## config.mk

```make
export PLATFORM = sky130hd
export DESIGN_NAME = zbt_arbiter
export DESIGN_NICKNAME = d
export VERILOG_FILES = /design/src/rtl/zbt_arbiter.sv
export SDC_FILE = /design/constraint.sdc
export NUM_CORES = 1
export LEC_CHECK = 0
export CAP_MARGIN = 10
export CORE_MARGIN = 3
export CORE_UTILIZATION = 31
export DETAILED_ROUTE_END_ITERATION = 10
export GPL_ROUTABILITY_DRIVEN = 0
export PLACE_DENSITY = 0.85
export SLEW_MARGIN = 20
export SYNTH_ARGS = -nofsm -noshare
export SYNTH_HDL_FRONTEND = slang
export SYNTH_SLANG_ARGS = --single-unit
```

## constraint.sdc

```tcl
create_clock -name clk -period 1.51 [get_ports clk]
set_input_delay 0.302 -clock clk [delete_from_list [all_inputs] [get_ports clk]]
set_output_delay 0.302 -clock clk [all_outputs]
set_load 0.02 [all_outputs]
```

## src/rtl/zbt_arbiter.sv

```systemverilog
// Two-port arbiter/sequencer in front of the zbt_6111 ZBT driver.
// Port 0 has fixed priority; port 1 is forced after STARVE_LIMIT denials.
module zbt_arbiter #(
  parameter int ADDR_W       = 19,
  parameter int DATA_W       = 36,
  parameter int STARVE_LIMIT = 4
) (
  input  logic              clk,
  input  logic              reset,
  input  logic              req0,
  input  logic              req1,
  input  logic              we0,
  input  logic              we1,
  input  logic [ADDR_W-1:0] addr0,
  input  logic [ADDR_W-1:0] addr1,
  input  logic [DATA_W-1:0] wdata0,
  input  logic [DATA_W-1:0] wdata1,
  output logic              gnt0,
  output logic              gnt1,
  output logic              rvalid0,
  output logic              rvalid1,
  output logic [DATA_W-1:0] rdata,
  output logic              mem_cen,
  output logic              mem_we,
  output logic [ADDR_W-1:0] mem_addr,
  output logic [DATA_W-1:0] mem_wdata,
  input  logic [DATA_W-1:0] mem_rdata
);

  localparam int CW = $clog2(STARVE_LIMIT + 1);
  localparam logic [CW-1:0] LIM = CW'(STARVE_LIMIT);

  typedef enum logic {PRI0, FORCE1} state_t;

  state_t        state, state_nx;
  logic [CW-1:0] cnt, cnt_nx;
  logic [2:0]    tag_v;
  logic [2:0]    tag_p;
  logic          rd_acc;

  always_comb begin
    gnt0     = 1'b0;
    gnt1     = 1'b0;
    state_nx = state;
    cnt_nx   = cnt;
    if (!reset) begin
      unique case (state)
        PRI0: begin
          gnt0 = req0;
          gnt1 = req1 & ~req0;
          if (gnt1)
            cnt_nx = '0;
          else if (req1 && cnt != LIM)
            cnt_nx = cnt + 1'b1;
          if (cnt_nx == LIM)
            state_nx = FORCE1;
        end
        FORCE1: begin
          gnt1     = req1;
          cnt_nx   = '0;
          state_nx = PRI0;
        end
        default: state_nx = PRI0;
      endcase
    end
  end

  assign rd_acc = (gnt0 & ~we0) | (gnt1 & ~we1);

  always_ff @(posedge clk) begin
    if (reset) begin
      state     <= PRI0;
      cnt       <= '0;
      mem_cen   <= 1'b0;
      mem_we    <= 1'b0;
      mem_addr  <= '0;
      mem_wdata <= '0;
      tag_v     <= '0;
      tag_p     <= '0;
    end else begin
      state   <= state_nx;
      cnt     <= cnt_nx;
      mem_cen <= 1'b1;
      mem_we  <= 1'b0;
      if (gnt0) begin
        mem_we    <= we0;
        mem_addr  <= addr0;
        mem_wdata <= wdata0;
      end else if (gnt1) begin
        mem_we    <= we1;
        mem_addr  <= addr1;
        mem_wdata <= wdata1;
      end
      // tag shifts in lockstep with the ZBT read pipeline
      tag_v <= {tag_v[1:0], rd_acc};
      tag_p <= {tag_p[1:0], gnt1};
    end
  end

  assign rvalid0 = tag_v[2] & ~tag_p[2] & ~reset;
  assign rvalid1 = tag_v[2] &  tag_p[2] & ~reset;
  assign rdata   = mem_rdata;

endmodule

```

# ---- Yosys cells after proc, flatten, opt, wreduce, memory -nomap -nowiden
# Cells that the tools add are included.
dict set report word_totals {
  reg_bits 67
  latchBits 0
  ram_bits 0
  romBits 0
  inputBits 152
  out_inout_bits 97
  wordCells 45
  mem_count 0
}
dict set report op_classes {
  addsub 1
  multipliers 0
  div 0
  n_lt_le_gt_ge 0
  eq_ne 2
  n_shift 0
  mux 18
  bitwise_logic 14
  reduce_logical 2
}
# operator n
set op_table {}
lappend op_table {{two-way mux 36 bit} 2}
lappend op_table {{two-way mux 19 bit} 2}
lappend op_table {{two-way mux 3 bit} 4}
lappend op_table {{bitwise AND 1 bit} 7}
lappend op_table {{two-way mux 1 bit} 7}
lappend op_table {{inverter 1 bit} 6}
lappend op_table {{case mux 3 bit (2 select lines)} 1}
lappend op_table {{case mux 1 bit (2 select lines)} 2}
lappend op_table {{adder 3 x 1 -> 3 bit (second input constant)} 1}
lappend op_table {{equality test 3 bit (second input constant)} 1}
lappend op_table {{!= test 3 bit (second input constant)} 1}
lappend op_table {{nonzero test 2 bit} 1}
lappend op_table {{logical AND 1 bit} 1}
lappend op_table {{OR 1 bit} 1}

# ---- Logic depth before layout (Yosys ltp)
dict set report depth {
  word_depth 9
  ltp_mapped 7
  depth_no_buf 5
}

# ---- Worst setup path before layout
# No wires, ideal clock.
dict set report synth_timing {
  path_type {input port to output port}
  startpoint {input port reset}
  endpoint {output port gnt0}
  t_arrival_ns 1.241
  required_ns 1.208
  setup_slack_ns -0.033
  stages 5
  path_cell_list {buf_2 or3b_1 buf_2 buf_2 inv_1}
}
dict set report synth_between {
  elab_chain_cells 1
}
# element line_no
set synth_rtl {}
lappend synth_rtl {{start, declared} 9} ;# input logic reset,
lappend synth_rtl {{two-way mux 1 bit} 46} ;# if (!reset) begin
lappend synth_rtl {{end, declared} 18} ;# output logic gnt0,
# No other way between the ends.

# ---- Worst setup path in the final report
dict set report layout_timing {
  startpoint {register state}
  endpoint {output port gnt0}
}
dict set report layout_between {
  elab_chain_cells 2
}
# element line_no
set layout_rtl {}
lappend layout_rtl {{start, declared} 35} ;# state_t state, state_nx;
lappend layout_rtl {{start signal, assigned} 81} ;# state <= state_nx;
lappend layout_rtl {{two-way mux 1 bit} 47} ;# unique case (state)
lappend layout_rtl {{two-way mux 1 bit} 46}
# No other way between the ends.

==> impl_metrics.ini <==
[cts]
ctsHoldBuffers = 0
clk_latency_ns = 0.33
clockRootBuffer = clkbuf_8
post-cts-setup-buffers = 0
cts.clk_slew.worst_paths_ns = 0.08
numCtsBuffers = 9
clockBufferDepth = 2
cts_tree = done
clock_sinks = 67
htreeDepth = 3

[routing]
via_per_inst = 4.78
ant_nets = 0
drc = 0
wl_um = 9500
drtIter0Drc = 148
via_count = 2932
drt_pre_antenna_iters = 4
wire_per_inst_um = 15.5

[timing]
fin_skew_ns = 0.00833
maxSlewHeadroom_pct = 56.1
fmax_ghz = 0.645
fin_ws_ns = -0.0398
final_max_slew_viol_count = 0
setup_viol = 1
period_needed_ns = 1.55
rsz0062_at_grt = true
tns_ns = -0.0398
post-route-period-util_pct = 103
timing.final.hold_violations = 0
tightest_slew_ns = 0.659

[global_routing]
antenna_found_initial = 0
groute.usage.overall_pct = 14.7
grt.overflow.total = 0
grt_pass1_wl_um = 14900
grt_max_degree = 67
first_global_vias = 2971

[logic_synthesis]
synth-seq-area-share_pct = 39.1
yosys-top-cells-count = dfxtp_1, nor2_1, mux2i_1, a211oi_2, buf_4
syn_inst = 332
synth.most_common_cell = dfxtp_1
async_flop_share_pct = 0
yosysTopAreaCellShare_pct = 39.1
synth_nets = 486
synth_ff_type = dfxtp_1
synth_edf_count = 0
syn_area_per_cell_sq_um = 10.3
synth-seq-cells = 67
synth.distinct_cells = 25
synth_area_sq_um = 3430
synth.largest_area_cell = dfxtp_1
synth_warnings = 0
synthTopCellsByArea = dfxtp_1, a211oi_2, mux2i_1, buf_4, nor2_1

[floorplan]
die_area_sq_um = 12400
core_area_sq_um = 10600
die_h_um = 111
num_rows = 37
io_pins = 249
die_x_um = 111
start_util_pct = 32.5

[critical_path]
worst_path_max_delay_cell = or3b_4
arrival_ns = 1.25
crit_start = state$_SDFF_PP0_
cpPeakStageDelay_ns = 0.40
path_class = register to output port
startpoint_type = register
rr_startpoint = state$_SDFF_PP0_
crit_buf_inv = 2
worstPathRequired_ns = 1.21
crit_chain = or3b_4 -> inv_4 -> buf_6
crit_family = simple AND/OR/NAND/NOR gates
critPathMaxFanout = 2
crit_path_end_kind = output port

[power]
p_int_uw = 3280
power_frac_seq_pct = 42.4
p_sw_uw = 1340
total_power_uw = 4620
peakVddDrop_mv = 0.484
p_comb_share_pct = 24.9
power_frac_clock_pct = 32.7
leakagePower_uw = 0.00227
p_per_area_nw_per_um2 = 864
switching_share_pct = 29.0

[place]
hpwl_um = 6890
port_buffers = 176
dp.cells = 596
placed_area_sq_um = 5040
place_ws_ns = -0.630

[flow_run]
drv_cap = 0

[final_layout]
stdcell_count = 613
nNetsFinal = 626
diodes = 0
fin_area_sq_um = 5340
drive_gt1_share_pct = 27.7
syn_to_final_growth_pct = 55.8
nFillCells = 927

[min_path]
min-delay-start = reset
timing.hold.worst.class = input pin to register

[status]
status = finished, violations left
violations = setup timing
[kinds of logic after synthesis]
kind of cell	count (synthesis)	synth area share [%]
and+or+nand+nor	72	9.09
buffers and inverters	70	13.4
DFF	67	39.1
AOI/OAI and AO/OA	64	21.0
muxes	56	16.4
adders and majority gates	2	0.730
xor gates and xnor gates	1	0.256
[metrics by stage]
stage                     hold WS, ns  util (%)
after floorplan                 0.401         -
after global placement          0.419      47.7
after detailed placement        0.428      47.7
after CTS                       0.301      49.7
after global routing            0.308      50.6
final                           0.326      50.6
[sequential cells by signal (all words and copies together) (netlist names)]
register   cells
mem_wdata     36
state          1
tag_v          3
mem_addr      19
tag_p          3
cnt            3
mem_we         1
mem_cen        1
[layer usage]
layer	routed length (um)	vias to the layer above	GRT usage (%)
met5	0	-	0
met4	189	0	5.11
met3	893	21	5.73
met2	4500	148	24.0
met1	3920	1352	17.6
li1	-	1411	-
[power by group through the flow]
stage | combinational [uW] | clock, uW | sequential [uW]
floorplan | 563 | 0 | 2150
global placement | 1170 | 0 | 2000
detailed placement | 1190 | 0 | 2000
CTS | 1130 | 1570 | 1960
global route | 1230 | 1660 | 1970
finish | 1150 | 1510 | 1960
[timing repair]
action / CTS / global route
gates resized for setup: 106 / 26
gates cloned: 0 / 1
setup endpoints to repair: 118 / 24
pin swaps: 0 / 1
[area by class of cell]
class,count,area [sq um],area share (%)
timing repair buffer,192,1850,34.6
multi-input combinational,195,1750,32.8
sequential,67,1340,25.1
tap,136,170,3.19
clock buffer,9,124,2.32
clock inverter,7,76.3,1.43
inverter,7,28.8,0.539
[worst paths after layout]
check | slack [ns] | depth (start not counted) | to
hold / removal | 0.33 | 3 | mem_wdata[17]$_SDFFE_PP0P_
setup / recovery | -0.04 | 3 | gnt0
hold reg to reg | 0.45 | 1 | tag_p[1]$_SDFF_PP0_
setup reg to reg | 0.03 | 5 | mem_wdata[3]$_SDFFE_PP0P_
[worst register-to-register path, delay by kind of cell, from the launching register on]
family / cells / cell delay, ns
buffers and inverters: 2 / 0.39
AND/OR/NAND/NOR: 2 / 0.57
flip-flops: 1 / 0.32
AO/OA/AOI/OAI: 1 / 0.06
[cell usage in the layout, fill, tap and decap left out, types with 6 or more instances in the layout]
master / Yosys / final
nor2b_1: 7 / 7
dlygate4sd2_1: 0 / 58
nor2_1: 56 / 15
a211oi_1: 8 / 7
mux2i_1: 55 / 55
nor2_2: 0 / 39
clkbuf_8: 0 / 9
inv_1: 7 / 6
dfxtp_1: 67 / 67
clkdlybuf4s50_1: 0 / 112
buf_4: 37 / 16
a211oi_2: 48 / 49
(Power assumes the default switching activity.)
